**src/rtl/conv_sequencer_if.sv**
```systemverilog
// rtl/conv_sequencer_if.sv - command/response handshake bundle between the processor bridge and conv_sequencer
interface conv_sequencer_if #(
  parameter int BIT_LEN   = 8,
  parameter int RAM_WIDTH = 13
);
  logic                 cmdValid;
  logic                 cmdReady;
  logic [2:0]           cmdOp;
  logic [3*BIT_LEN-1:0] cmdData;
  logic                 rspValid;
  logic                 rspReady;
  logic [RAM_WIDTH-1:0] rspData;

  modport master (
    output cmdValid, cmdOp, cmdData, rspReady,
    input  cmdReady, rspValid, rspData
  );

  modport slave (
    input  cmdValid, cmdOp, cmdData, rspReady,
    output cmdReady, rspValid, rspData
  );
endinterface

```
**src/rtl/conv_sequencer.sv**
```systemverilog
// rtl/conv_sequencer.sv - command-driven sequencer for the 3x3 convolution datapath
// Turns one-word processor commands into Conv/Fsmv/BRAM control strobes; every output is registered.
module conv_sequencer #(
  parameter int BIT_LEN   = 8,
  parameter int RAM_WIDTH = 13,
  parameter int NB_IMAGE  = 10
) (
  input  logic                 i_CLK,
  input  logic                 i_reset,
  conv_sequencer_if.slave      bus,
  output logic                 o_rstConv,
  output logic                 o_rstFsm,
  output logic                 o_kI,
  output logic [BIT_LEN-1:0]   o_kData0,
  output logic [BIT_LEN-1:0]   o_kData1,
  output logic [BIT_LEN-1:0]   o_kData2,
  output logic                 o_kStrobe,
  output logic [1:0]           o_sel,
  output logic [RAM_WIDTH-1:0] o_memData,
  output logic                 o_sop,
  output logic                 o_validFsm,
  output logic                 o_load,
  output logic [NB_IMAGE-1:0]  o_imgLength,
  input  logic                 i_EoP,
  input  logic [RAM_WIDTH-1:0] i_mem0Data,
  output logic                 o_done,
  output logic                 o_err
);

  typedef enum logic [2:0] {
    S_IDLE, S_CLR, S_KLOAD, S_COLW, S_START, S_RUN, S_RDWAIT, S_RSP
  } state_t;

  localparam logic [2:0] OP_SET_LEN  = 3'd1;
  localparam logic [2:0] OP_LOAD_K   = 3'd2;
  localparam logic [2:0] OP_LOAD_COL = 3'd3;
  localparam logic [2:0] OP_RUN      = 3'd4;
  localparam logic [2:0] OP_READ     = 3'd5;
  localparam logic [2:0] OP_CLR      = 3'd6;

  state_t               state_q;
  logic [1:0]           kcnt_q, kcnt_d;
  logic [1:0]           colptr_q, colptr_d;
  logic                 phase_q;
  logic                 ready_q;
  logic                 rstconv_q, rstfsm_q, ki_q, kstrobe_q;
  logic [BIT_LEN-1:0]   kdata0_q, kdata1_q, kdata2_q;
  logic [1:0]           sel_q;
  logic [RAM_WIDTH-1:0] memdata_q;
  logic                 sop_q, validfsm_q, load_q, done_q, err_q;
  logic [NB_IMAGE-1:0]  imglen_q;
  logic                 rspvalid_q;
  logic [RAM_WIDTH-1:0] rspdata_q;
  logic                 cmd_fire;
  logic                 run_ok;

  // A fourth kernel word starts a fresh kernel at slot 1 rather than 0.
  assign kcnt_d   = (kcnt_q == 2'd3) ? 2'd1 : kcnt_q + 2'd1;
  assign colptr_d = (colptr_q == 2'd2) ? 2'd0 : colptr_q + 2'd1;
  assign cmd_fire = bus.cmdValid & ready_q;
  assign run_ok   = (kcnt_q == 2'd3) && (colptr_q == 2'd0);

  always_ff @(posedge i_CLK or posedge i_reset) begin
    if (i_reset) begin
      state_q    <= S_IDLE;
      kcnt_q     <= 2'd0;
      colptr_q   <= 2'd0;
      phase_q    <= 1'b0;
      ready_q    <= 1'b1;
      rstconv_q  <= 1'b0;
      rstfsm_q   <= 1'b0;
      ki_q       <= 1'b0;
      kstrobe_q  <= 1'b0;
      kdata0_q   <= '0;
      kdata1_q   <= '0;
      kdata2_q   <= '0;
      sel_q      <= 2'b00;
      memdata_q  <= '0;
      sop_q      <= 1'b0;
      validfsm_q <= 1'b0;
      load_q     <= 1'b0;
      done_q     <= 1'b0;
      err_q      <= 1'b0;
      imglen_q   <= NB_IMAGE'(10);
      rspvalid_q <= 1'b0;
      rspdata_q  <= '0;
    end else begin
      rstconv_q  <= 1'b0;
      rstfsm_q   <= 1'b0;
      ki_q       <= 1'b0;
      kstrobe_q  <= 1'b0;
      sel_q      <= 2'b00;
      sop_q      <= 1'b0;
      validfsm_q <= 1'b0;
      load_q     <= 1'b0;
      done_q     <= 1'b0;

      case (state_q)
        S_IDLE: begin
          // Every accepted command costs at least one busy cycle, even those that stay in IDLE.
          ready_q <= 1'b1;
          if (cmd_fire) begin
            ready_q <= 1'b0;
            case (bus.cmdOp)
              OP_SET_LEN: begin
                imglen_q <= bus.cmdData[NB_IMAGE-1:0];
                rstfsm_q <= 1'b1;
              end
              OP_LOAD_K: begin
                state_q   <= S_KLOAD;
                kstrobe_q <= 1'b1;
                kdata0_q  <= bus.cmdData[BIT_LEN-1:0];
                kdata1_q  <= bus.cmdData[2*BIT_LEN-1:BIT_LEN];
                kdata2_q  <= bus.cmdData[3*BIT_LEN-1:2*BIT_LEN];
                kcnt_q    <= kcnt_d;
              end
              OP_LOAD_COL: begin
                state_q    <= S_COLW;
                sel_q      <= colptr_q + 2'd1;
                memdata_q  <= bus.cmdData[RAM_WIDTH-1:0];
                load_q     <= 1'b1;
                validfsm_q <= 1'b1;
                colptr_q   <= colptr_d;
              end
              OP_RUN: begin
                if (!run_ok) begin
                  err_q <= 1'b1;
                end else begin
                  state_q    <= S_START;
                  ki_q       <= 1'b1;
                  sop_q      <= 1'b1;
                  validfsm_q <= 1'b1;
                end
              end
              OP_READ: begin
                state_q    <= S_RDWAIT;
                validfsm_q <= 1'b1;
                phase_q    <= 1'b0;
              end
              OP_CLR: begin
                state_q   <= S_CLR;
                rstconv_q <= 1'b1;
                rstfsm_q  <= 1'b1;
                phase_q   <= 1'b0;
                kcnt_q    <= 2'd0;
                colptr_q  <= 2'd0;
                err_q     <= 1'b0;
              end
              default: ;
            endcase
          end
        end

        S_KLOAD, S_COLW: begin
          state_q <= S_IDLE;
          ready_q <= 1'b1;
        end

        S_START: begin
          state_q    <= S_RUN;
          ki_q       <= 1'b1;
          validfsm_q <= 1'b1;
        end

        S_RUN: begin
          if (i_EoP) begin
            state_q <= S_IDLE;
            ready_q <= 1'b1;
            done_q  <= 1'b1;
          end else begin
            ki_q       <= 1'b1;
            validfsm_q <= 1'b1;
          end
        end

        // First cycle drives the Fsmv read strobe, second covers the BRAM read latency.
        S_RDWAIT: begin
          if (!phase_q) begin
            phase_q <= 1'b1;
          end else begin
            state_q    <= S_RSP;
            rspdata_q  <= i_mem0Data;
            rspvalid_q <= 1'b1;
          end
        end

        S_RSP: begin
          if (bus.rspReady) begin
            state_q    <= S_IDLE;
            ready_q    <= 1'b1;
            rspvalid_q <= 1'b0;
          end
        end

        S_CLR: begin
          if (!phase_q) begin
            phase_q   <= 1'b1;
            rstconv_q <= 1'b1;
            rstfsm_q  <= 1'b1;
          end else begin
            state_q <= S_IDLE;
            ready_q <= 1'b1;
          end
        end

        default: begin
          state_q <= S_IDLE;
          ready_q <= 1'b1;
        end
      endcase
    end
  end

  assign bus.cmdReady = ready_q;
  assign bus.rspValid = rspvalid_q;
  assign bus.rspData  = rspdata_q;
  assign o_rstConv    = rstconv_q;
  assign o_rstFsm     = rstfsm_q;
  assign o_kI         = ki_q;
  assign o_kData0     = kdata0_q;
  assign o_kData1     = kdata1_q;
  assign o_kData2     = kdata2_q;
  assign o_kStrobe    = kstrobe_q;
  assign o_sel        = sel_q;
  assign o_memData    = memdata_q;
  assign o_sop        = sop_q;
  assign o_validFsm   = validfsm_q;
  assign o_load       = load_q;
  assign o_imgLength  = imglen_q;
  assign o_done       = done_q;
  assign o_err        = err_q;

endmodule

```
**src/flat_wrapper.sv**
```systemverilog
// flat-port wrapper written by rule: the top's interface ports become plain ports
module conv_sequencer_flat 
#(
  parameter int BIT_LEN   = 8,
  parameter int RAM_WIDTH = 13,
  parameter int NB_IMAGE  = 10
)
  (i_CLK, i_reset, o_rstConv, o_rstFsm, o_kI, o_kData0, o_kData1, o_kData2, o_kStrobe, o_sel, o_memData, o_sop, o_validFsm, o_load, o_imgLength, i_EoP, i_mem0Data, o_done, o_err, bus_cmdValid, bus_cmdOp, bus_cmdData, bus_rspReady, bus_cmdReady, bus_rspValid, bus_rspData);
  conv_sequencer_if #(.BIT_LEN(BIT_LEN), .RAM_WIDTH(RAM_WIDTH)) bus_i ();
  input  logic i_CLK;
  input  logic i_reset;
  output logic o_rstConv;
  output logic o_rstFsm;
  output logic o_kI;
  output logic [BIT_LEN-1:0] o_kData0;
  output logic [BIT_LEN-1:0] o_kData1;
  output logic [BIT_LEN-1:0] o_kData2;
  output logic o_kStrobe;
  output logic [1:0] o_sel;
  output logic [RAM_WIDTH-1:0] o_memData;
  output logic o_sop;
  output logic o_validFsm;
  output logic o_load;
  output logic [NB_IMAGE-1:0] o_imgLength;
  input  logic i_EoP;
  input  logic [RAM_WIDTH-1:0] i_mem0Data;
  output logic o_done;
  output logic o_err;
  input wire logic [$bits(bus_i.cmdValid)-1:0] bus_cmdValid;
  input wire logic [$bits(bus_i.cmdOp)-1:0] bus_cmdOp;
  input wire logic [$bits(bus_i.cmdData)-1:0] bus_cmdData;
  input wire logic [$bits(bus_i.rspReady)-1:0] bus_rspReady;
  output wire logic [$bits(bus_i.cmdReady)-1:0] bus_cmdReady;
  output wire logic [$bits(bus_i.rspValid)-1:0] bus_rspValid;
  output wire logic [$bits(bus_i.rspData)-1:0] bus_rspData;
  assign bus_i.cmdValid = bus_cmdValid;
  assign bus_i.cmdOp = bus_cmdOp;
  assign bus_i.cmdData = bus_cmdData;
  assign bus_i.rspReady = bus_rspReady;
  assign bus_cmdReady = bus_i.cmdReady;
  assign bus_rspValid = bus_i.rspValid;
  assign bus_rspData = bus_i.rspData;
  conv_sequencer #(.BIT_LEN(BIT_LEN), .RAM_WIDTH(RAM_WIDTH), .NB_IMAGE(NB_IMAGE)) u_core (.i_CLK(i_CLK), .i_reset(i_reset), .bus(bus_i), .o_rstConv(o_rstConv), .o_rstFsm(o_rstFsm), .o_kI(o_kI), .o_kData0(o_kData0), .o_kData1(o_kData1), .o_kData2(o_kData2), .o_kStrobe(o_kStrobe), .o_sel(o_sel), .o_memData(o_memData), .o_sop(o_sop), .o_validFsm(o_validFsm), .o_load(o_load), .o_imgLength(o_imgLength), .i_EoP(i_EoP), .i_mem0Data(i_mem0Data), .o_done(o_done), .o_err(o_err));
endmodule
```
**config.mk**
```make
export PLATFORM = sky130hd
export DESIGN_NAME = conv_sequencer_flat
export DESIGN_NICKNAME = d
export VERILOG_FILES = /design/src/rtl/conv_sequencer_if.sv /design/src/rtl/conv_sequencer.sv /design/src/flat_wrapper.sv
export SDC_FILE = /design/constraint.sdc
export NUM_CORES = 1
export LEC_CHECK = 0
export BUFFER_PORTS_ARGS = -buffer_cell sky130_fd_sc_hd__buf_4
export CAP_MARGIN = 20
export CORE_UTILIZATION = 45
export CTS_CLUSTER_DIAMETER = 30
export DETAILED_ROUTE_END_ITERATION = 10
export PLACE_DENSITY_LB_ADDON = 0.08
export SYNTH_ARGS = -nofsm -noshare
export SYNTH_HDL_FRONTEND = slang
export SYNTH_SLANG_ARGS = --single-unit
```
**constraint.sdc**
```tcl
create_clock -name i_CLK -period 3.7 [get_ports i_CLK]
set_input_delay 0.74 -clock i_CLK [delete_from_list [all_inputs] [get_ports i_CLK]]
set_output_delay 0.74 -clock i_CLK [all_outputs]
set_load 0.03 [all_outputs]
```
==> results of run 1 <==
worst min-delay path by stage:
| stage | cells after the start | slack [ns] | to | start |
|---|---|---|---|---|
| 2_1_floorplan | 1 | 0.48 | u_core.o_sel[0] | u_core.colptr_q[0] |
| 3_3_place_gp | 1 | 0.49 | u_core.bus.rspData[11] | u_core.bus.rspData[11] |
| 3_5_place_dp | 1 | 0.49 | u_core.bus.rspData[11] | u_core.bus.rspData[11] |
| 4_1_cts | 1 | 0.51 | u_core.bus.rspData[11] | u_core.bus.rspData[11] |
| 5_1_grt | 1 | 0.53 | u_core.bus.rspData[7] | u_core.bus.rspData[7] |
| 6_report | 1 | 0.51 | u_core.bus.rspData[11] | u_core.bus.rspData[11] |
worst register-to-register path, cell delays in order, from the launching register on:
cell	delay, ns
dfrtp_1	0.51
or3_1	0.53
or2_1	0.40
nor3_4	0.50
mux2_2	0.40
per-layer routing:
metal / part of all wire (%) / wire length, um
met4: 1.2 / 82
met3: 8.3 / 569
met2: 49 / 3374
met1: 41 / 2796
met5: 0 / 0
cells by family after synthesis:
family	after synthesis	share of synthesized area, %
compound gates	25	4.550
mux	63	21.29
flops	81	61.04
simple gates	47	7.937
xor+xnor	2	0.5266
fa+ha+maj	5	1.880
buf+inv	19	2.783
per-stage QoR:
stage	hold slack, ns	power (W)	utilization [%]	setup slack [ns]	cells
6_report	0.5077	0.004129	63.91	1.248	459
5_1_grt	0.5255	0.004367	63.91	1.130	459
4_1_cts	0.5121	0.004174	63.91	1.232	459
3_5_place_dp	0.4941	0.003551	61.29	1.237	445
3_3_place_gp	0.4877	0.003508	61.29	1.289	445
2_1_floorplan	0.4760	0.002794	-	0.8849	242
layout by cell type, fill, tap and decap left out, types with 4 or more instances in the layout:
cell      count
o21ai_0       7
dfrtp_1      78
nand3_1       9
nor3_1        4
a21oi_1       7
clkinv_2      4
a31oi_1       5
buf_4       120
ha_1          5
nor2_1        8
mux2_2       62
inv_1         5
nand2_1       8
clkbuf_8     10
flip-flops by register name, summed over array words and instances (netlist names), 3 cells and up:
name / cells
u_core.bus.rspData: 13
u_core.o_memData: 13
u_core.o_imgLength: 10
u_core.o_kData0: 8
u_core.o_kData1: 8
u_core.o_kData2: 8
u_core.state_q: 3
cell type report:
cell class                 count  area (um2)
fill                         572        2520
sequential                    81        2031
multi-input combinational    142        1204
timing repair buffer         120       900.9
clock buffer                  10       137.6
tap                           96       120.1
clock inverter                 4       45.04
inverter                       6       23.77
power by group:
part / internal [W] / leakage [nW] / switching [W] / total, W
clock network: 0.000319 / 0.0978 / 0.000287 / 0.000606
logic: 0.000833 / 1.07 / 0.00116 / 0.00199
registers: 0.00129 / 0.999 / 0.000239 / 0.00153
total: 0.00244 / 2.17 / 0.00168 / 0.00413
==> results.tsv, run 1 <==
stage	metric	value	unit
global_routing	grtUsageMet1	24.00	%
timing	relSlewSlack	45.74	%
worst_setup_path	r2r-start	u_core.state_q[2]	
placed_design	numPortBuffers	117	
worst_setup_path	endpoint_kind	register	
worst_setup_path	required	3.92	ns
worst_setup_path	slowest_delay	0.53	ns
global_routing	use_met3	7.823	%
global_routing	grt_max_degree	49	
yosys	synth_cell_types	39	
timing	drv_slew	0	
power_and_ir_drop	cellPowerDensity	925.5	nW/um2
detailed_routing	vias	2266	
global_routing	grt_usage	18.96	%
yosys	synthTopCellsByCount	78 x dfrtp_1, 62 x mux2_2, 9 x nand3_1	
yosys	synthFlopType	dfrtp_1	
yosys	synth_cells	242	
floorplan	die_height	87.99	um
status	status	finished clean	
flow_run	max-cap-violations	0	
worst_setup_path	path_delay_family	simple AND/OR/NAND/NOR gates	
floorplan	die_w	87.99	um
clock_tree	cts.sinks	81	
timing	fin_tns_setup	0	ns
yosys	synth.top_cell.area_share	58.67	%
final_layout	antenna_cells	0	
power_and_ir_drop	ir_drop	0.4708	mV
worst_setup_path	cp.depth	4	
worst_setup_path	cp.arrival	2.67	ns
yosys	synth-async-reset-ratio	100.0	%
detailed_routing	ant_nets	0	
placed_design	gp_congestion	0.8073	
clock_tree	cts_tree	built	
timing	setup_viol	0	
detailed_routing	drt_iter0_markers	64	
detailed_routing	drtPass1Iterations	5	
timing	worst_pin_slew	0.8129	ns
yosys	synth_edf_count	0	
worst_setup_path	path_buf_inv	0	
worst_setup_path	cp-startpoint	u_core.state_q[2]	
power_and_ir_drop	leakage	2.168	nW
detailed_routing	detail_route.vias_per_cell	4.937	
worst_setup_path	worst-setup-path-type	register to register	
final_layout	drive_above_1_share	56.20	%
final_layout	syn_to_final_growth	34.11	%
clock_tree	path_clk_slew	0.07	ns
floorplan	coreArea	6982	um2
yosys	synth.largest_area_cell	dfrtp_1	
clock_tree	cts_made_buffers	9	
worst_setup_path	path_max_fanout	14	
floorplan	rows	30	
worst_setup_path	crit_slowest_cell	or3_1	
timing	skew	0.004095	ns
placed_design	place_hpwl	4851	um
clock_tree	ctsLongestPathBuffers	2	
global_routing	grt.busiest_layer	met2	
worst_setup_path	start_kind	register	
detailed_routing	wirelength	6822	um
worst_setup_path	worst-r2r-setup-slack	1.25	ns
floorplan	io_pins	118	
global_routing	antenna_found_initial	0	
clock_tree	postCtsSetupBuffers	0	
clock_tree	ctsRootBufferMaster	clkbuf_8	
global_routing	grt_pass1_wl	10850	um
worst_setup_path	worstSetupEndpoint	u_core.o_imgLength[6]	
final_layout	final_area	4462	um2
detailed_routing	drcViolationCount	0	
clock_tree	clkLatencyLatePin	0.34	ns
yosys	ys_warn_count	0	
timing	period_minus_slack	2.452	ns
floorplan	die-area	7741	um2
yosys	syn-cell-area	3327	um2
yosys	yosys.cell_count.top_type	dfrtp_1	
yosys	syn_area_per_cell	13.75	um2
yosys	synthesis.nets	292	
timing	max_freq	0.4078	GHz
worst_setup_path	reg2reg_depth	4	
timing	final_hold_viol_count	0	
clock_tree	cts_resized	0	
yosys	ys_seq_area_share	61.04	%
clock_tree	ctsHoldBuffers	0	
yosys	netlist_top_cells_area	dfrtp_1 59%, mux2_2 21%, dfstp_2 2.4%, ha_1 1.9%, nand3_1 1.4%	
global_routing	grt_pass1_vias	2285	
global_routing	grt.overflow.total	0	
final_layout	nets	410	
worst_setup_path	cp_cell_sequence	or3_1, or2_1, nor3_4, mux2_2	
detailed_routing	wl_per_cell	14.86	um
floorplan	start_util	47.65	%
timing	rsz0062_at_grt	false	
placed_design	dpl-instance-area	4279	um2
timing	fin_crit_sh	66.28	%
worst_hold_path	hp-class	register to register	
worst_setup_path	r2r-end	u_core.o_imgLength[6]	
yosys	ys_ff_latch	81	
global_routing	use_met2	29.39	%
clock_tree	htree_levels	3	
Power figures use the tool's default switching activity.
==> inputs of run 2 (changes only) <==
==> constraint.sdc (replaced) <==
create_clock -name i_CLK -period 2.3 [get_ports i_CLK]
set_input_delay 0.46 -clock i_CLK [delete_from_list [all_inputs] [get_ports i_CLK]]
set_output_delay 0.46 -clock i_CLK [all_outputs]
set_load 0.03 [all_outputs]
==> run 2 against run 1 <==
Critical path depth increased by 1. Global-route usage increased by 0.68 points. Critical endpoint is now u_core.o_imgLength[9]. Largest power group unchanged. First-iteration DRC count increased by 1.6%. Highest routed layer unchanged. Register-to-register slack got worse by 1.1 ns. Wire length increased by 1.3%. Maximum frequency increased by 14%.
==> results.tsv, run 2 (synthesis gave the netlist of run 1 again) <==
stage	metric	value	unit
status	status	finished clean	
power_and_ir_drop	p_sw_share	41.20	%
global_routing	grt_pass1_vias	2322	
timing	max_freq	0.4660	GHz
power_and_ir_drop	p_switching	0.002765	W
final_layout	final_common_cell	buf_4	
clock_tree	path_clk_slew	0.09	ns
clock_tree	cts.sinks	81	
worst_hold_path	hp-class	input pin to async pin	
timing	period_minus_slack	2.146	ns
final_layout	fin_cells	465	
timing	fin_crit_sh	93.30	%
timing	relSlewSlack	54.52	%
placed_design	numPortBuffers	117	
worst_setup_path	path_max_fanout	10	
final_layout	final_cell_mix	122 x buf_4, 78 x dfrtp_1, 62 x mux2_2	
floorplan	io_pins	118	
floorplan	die-area	7741	um2
worst_setup_path	cp.depth	5	
detailed_routing	drtPass1Iterations	4	
final_layout	nets	415	
floorplan	start_util	47.65	%
worst_setup_path	endpoint_kind	register	
detailed_routing	wl_per_cell	14.86	um
clock_tree	cts_made_buffers	9	
power_and_ir_drop	clkPwrFrac	14.9	%
detailed_routing	ant_nets	0	
power_and_ir_drop	leakage	2.187	nW
power_and_ir_drop	comb_power_share	49.0	%
worst_setup_path	start_kind	register	
global_routing	grt_pass1_wl	11280	um
global_routing	antenna_found_initial	0	
worst_setup_path	worstSetupEndpoint	u_core.o_imgLength[9]	
worst_setup_path	path_buf_inv	1	
final_layout	syn_to_final_growth	36.52	%
detailed_routing	met2_length	3562	um
timing	fin_tns_setup	0	ns
timing	setup_viol	0	
worst_setup_path	r2r-start	u_core.state_q[0]	
worst_setup_path	cp-startpoint	u_core.state_q[0]	
detailed_routing	met1_length	2786	um
power_and_ir_drop	ir_drop	0.7851	mV
clock_tree	ctsRootBufferMaster	clkbuf_8	
final_layout	drive_above_1_share	56.64	%
worst_setup_path	cp_cell_sequence	or3_1, or2_1, nor3_4, buf_4, mux2_2	
clock_tree	clkLatencyLatePin	0.35	ns
final_layout	postLayoutCoreUtil	65.05	%
worst_setup_path	worst-r2r-setup-slack	0.15	ns
power_and_ir_drop	sequentialPowerShare	36.2	%
placed_design	place_hpwl	4916	um
worst_setup_path	path_delay_family	simple AND/OR/NAND/NOR gates	
worst_setup_path	cp.arrival	2.38	ns
worst_setup_path	slowest_delay	0.45	ns
floorplan	die_height	87.99	um
power_and_ir_drop	cellPowerDensity	1477	nW/um2
clock_tree	cts_resized	0	
clock_tree	htree_levels	3	
clock_tree	ctsLongestPathBuffers	2	
global_routing	grt_usage	19.64	%
placed_design	dp.cells	450	
detailed_routing	wirelength	6911	um
timing	drv_slew	0	
timing	fin_ws	0.1541	ns
power_and_ir_drop	internal_power	0.003946	W
worst_setup_path	r2r-end	u_core.o_imgLength[9]	
clock_tree	postCtsSetupBuffers	0	
placed_design	pre_cts_slack	0.1601	ns
timing	final_hold_viol_count	0	
floorplan	coreArea	6982	um2
worst_setup_path	required	2.53	ns
global_routing	grt.overflow.total	0	
clock_tree	cts_tree	built	
final_layout	antenna_cells	0	
flow_run	max-cap-violations	0	
detailed_routing	drcViolationCount	0	
global_routing	grt_max_degree	54	
timing	skew	0.01158	ns
worst_setup_path	crit_slowest_cell	or3_1	
detailed_routing	vias	2317	
floorplan	rows	30	
detailed_routing	wl_met3	454	um
worst_setup_path	reg2reg_depth	5	
timing	worst_pin_slew	0.6802	ns
floorplan	die_w	87.99	um
placed_design	gp_congestion	0.7629	
detailed_routing	detail_route.vias_per_cell	4.983	
timing	rsz0062_at_grt	false	
power_and_ir_drop	total_power	0.006711	W
detailed_routing	top_layer_used	met4	
clock_tree	ctsHoldBuffers	0	
detailed_routing	drt_iter0_markers	65	
worst_setup_path	worst-setup-path-type	register to register	
[run 2: cell count changes in the layout (fill, tap and decap cells not counted)]
cell,change
clkinvlp_4,+4
clkbuf_1,+1
buf_4,+2
clkbuf_8,-1
clkinv_2,-3
buf_12,+3
[run 2: power groups by stage]
stage	Clock (W)	Combinational (W)	Sequential [W]
after floorplan	0	0.000900	0.00360
after global placement	0	0.00326	0.00242
after detailed placement	0	0.00331	0.00245
after CTS	0.00103	0.00332	0.00243
after global routing	0.00108	0.00347	0.00252
final	0.000998	0.00329	0.00243
[run 2: layout make-up]
| cell class | instances | area, um2 |
|---|---|---|
| clock buffers | 10 | 127.6 |
| clock inverters | 5 | 57.56 |
| fillers | 585 | 2440 |
| inverters | 6 | 26.28 |
| multi-input cells | 142 | 1204 |
| flip-flops and latches | 81 | 2031 |
| well taps | 96 | 120.1 |
| repair buffers | 125 | 975.9 |
[run 2: stage by stage]
stage / instance area (um2) / hold WS [ns]
2_1_floorplan: 3331 / 0.4760
3_3_place_gp: 4357 / 0.4887
3_5_place_dp: 4357 / 0.4937
4_1_cts: 4542 / 0.1486
5_1_grt: 4542 / 0.1803
6_report: 4542 / 0.1374
[run 2: routing by layer]
metal,track usage [%],vias up
li1,-,1100
met1,24.40,1138
met2,31.50,70
met3,6.126,9
met4,8.942,0
met5,0,-
[run 2: how the worst min path moves through the flow]
stage / to / slack [ns] / cells past startpoint
floorplan: u_core.o_sel[0] / 0.48 / 1
global placement: u_core.bus.rspData[11] / 0.49 / 1
detailed placement: u_core.bus.rspData[9] / 0.49 / 1
CTS: u_core.bus.rspData[3] / 0.15 / 2
global route: u_core.bus.rspData[3] / 0.18 / 2
finish: u_core.bus.rspData[3] / 0.14 / 2
==> inputs of run 3 (changes only) <==
--- a/config.mk
+++ b/config.mk
@@ -8,9 +8,9 @@
 export BUFFER_PORTS_ARGS = -buffer_cell sky130_fd_sc_hd__buf_4
 export CAP_MARGIN = 20
 export CORE_UTILIZATION = 45
-export CTS_CLUSTER_DIAMETER = 30
 export DETAILED_ROUTE_END_ITERATION = 10
 export PLACE_DENSITY_LB_ADDON = 0.08
+export RECOVER_POWER = 25
 export SYNTH_ARGS = -nofsm -noshare
 export SYNTH_HDL_FRONTEND = slang
 export SYNTH_SLANG_ARGS = --single-unit
==> run 3 against run 2 <==
Critical path depth stayed put. Die area unchanged. Critical path type unchanged. Global-route usage did not move. Sequential share of layout area rose by 0.19 points. Wire length about the same.
==> results.tsv, run 3 (synthesis gave the netlist of run 1 again) <==
stage	metric	value	unit
status	status	finished clean	
clock_tree	path_clk_slew	0.09	ns
global_routing	grt.busiest_layer	met2	
clock_tree	cts_made_buffers	9	
clock_tree	cts.sinks	81	
floorplan	io_pins	118	
worst_setup_path	cp-startpoint	u_core.state_q[0]	
global_routing	grt_pass1_wl	11280	um
power_and_ir_drop	leakage	2.179	nW
global_routing	grtUsageMet1	24.40	%
global_routing	grt_max_degree	54	
placed_design	gp_congestion	0.7629	
detailed_routing	detail_route.vias_per_cell	4.957	
final_layout	final_cell_mix	120 x buf_4, 78 x dfrtp_1, 62 x mux2_2	
final_layout	drive_above_1_share	56.37	%
power_and_ir_drop	cellPowerDensity	1483	nW/um2
worst_setup_path	path_max_fanout	10	
timing	period_minus_slack	2.140	ns
detailed_routing	wirelength	6916	um
worst_setup_path	required	2.53	ns
timing	fin_ws	0.1600	ns
floorplan	die_w	87.99	um
final_layout	nets	415	
final_layout	final_common_cell	buf_4	
worst_setup_path	cp.arrival	2.37	ns
clock_tree	ctsLongestPathBuffers	2	
clock_tree	cts_tree	built	
timing	fin_tns_setup	0	ns
final_layout	antenna_cells	0	
timing	relSlewSlack	34.92	%
worst_setup_path	endpoint_kind	register	
global_routing	use_met2	31.50	%
worst_setup_path	r2r-start	u_core.state_q[0]	
global_routing	antenna_found_initial	0	
placed_design	numPortBuffers	117	
clock_tree	clkLatencyLatePin	0.35	ns
floorplan	die_height	87.99	um
power_and_ir_drop	ir_drop	0.7847	mV
clock_tree	ctsRootBufferMaster	clkbuf_8	
floorplan	die-area	7741	um2
timing	skew	0.01150	ns
worst_hold_path	hp-class	input pin to async pin	
floorplan	rows	30	
detailed_routing	ant_nets	0	
detailed_routing	drt_iter0_markers	65	
timing	max_freq	0.4673	GHz
timing	setup_viol	0	
placed_design	place_hpwl	4916	um
timing	drv_slew	0	
detailed_routing	vias	2305	
worst_setup_path	worst-setup-path-type	register to register	
timing	fin_crit_sh	93.05	%
timing	fin_hold_ws	0.2698	ns
global_routing	grt.overflow.total	0	
global_routing	grt_pass1_vias	2322	
timing	worst_pin_slew	0.9709	ns
clock_tree	ctsHoldBuffers	0	
floorplan	coreArea	6982	um2
placed_design	pre_cts_slack	0.1601	ns
global_routing	use_met3	6.126	%
clock_tree	cts_resized	0	
final_layout	syn_to_final_growth	35.95	%
timing	final_hold_viol_count	0	
clock_tree	htree_levels	3	
flow_run	max-cap-violations	0	
power_and_ir_drop	total_power	0.006707	W
timing	rsz0062_at_grt	false	
detailed_routing	drcViolationCount	0	
detailed_routing	drtPass1Iterations	4	
floorplan	start_util	47.65	%
global_routing	grt_usage	19.64	%
detailed_routing	wl_per_cell	14.87	um
worst_setup_path	start_kind	register	
clock_tree	postCtsSetupBuffers	0	
-- run 3: cell count changes in the layout (fill, tap and decap cells not counted), sizes merged --
cell	before	now
buf	125	122
clkbuf	10	13
-- run 3: cell type report --
type	count	area (um2)
fillers	586	2459
flip-flops and latches	81	2031
multi-input cells	142	1204
repair buffers	125	959.7
clock buffers	10	127.6
well taps	96	120.1
clock inverters	5	57.56
inverters	6	23.77
-- run 3: metrics by stage --
stage | area (um2) | util, % | std cells
floorplan | 3331 | - | 242
global placement | 4357 | 62.40 | 450
detailed placement | 4357 | 62.40 | 450
CTS | 4542 | 65.05 | 465
global route | 4523 | 64.78 | 465
finish | 4523 | 64.78 | 465
-- run 3: final timing paths --
path                                    endpoint  slack [ns]  cells after the start
hold / removal             u_core.bus.rspData[3]        0.27                      2
hold reg to reg               u_core.o_kData0[2]        0.51                      1
min in group i_CLK         u_core.bus.rspData[0]        0.33                      2
setup reg to reg           u_core.o_imgLength[9]        0.16                      5
max in group asynchronous    u_core.o_memData[3]        0.78                      3
setup / recovery           u_core.o_imgLength[9]        0.16                      5
-- run 3: layer usage --
metal  up-vias  wire [um]  part of all wire, %
met5         -          0                    0
met2        66       3557                   51
met4         0        107                  1.5
met3         9        443                  6.4
met1      1131       2808                   41
li1       1099          -                    -
-- run 3: report_power, final --
part	total [W]	switching (W)	internal, W
Clock	0.000998	0.000504	0.000494
Combinational	0.00328	0.00191	0.00137
Sequential	0.00243	0.000347	0.00208
Total	0.00671	0.00276	0.00394
-- run 3: worst max-delay path, stage by stage (launching register included) --
cell and delay, ns:
dfrtp_1 0.43, or3_1 0.45, or2_1 0.39, nor3_4 0.19
buf_4 0.21, mux2_2 0.36
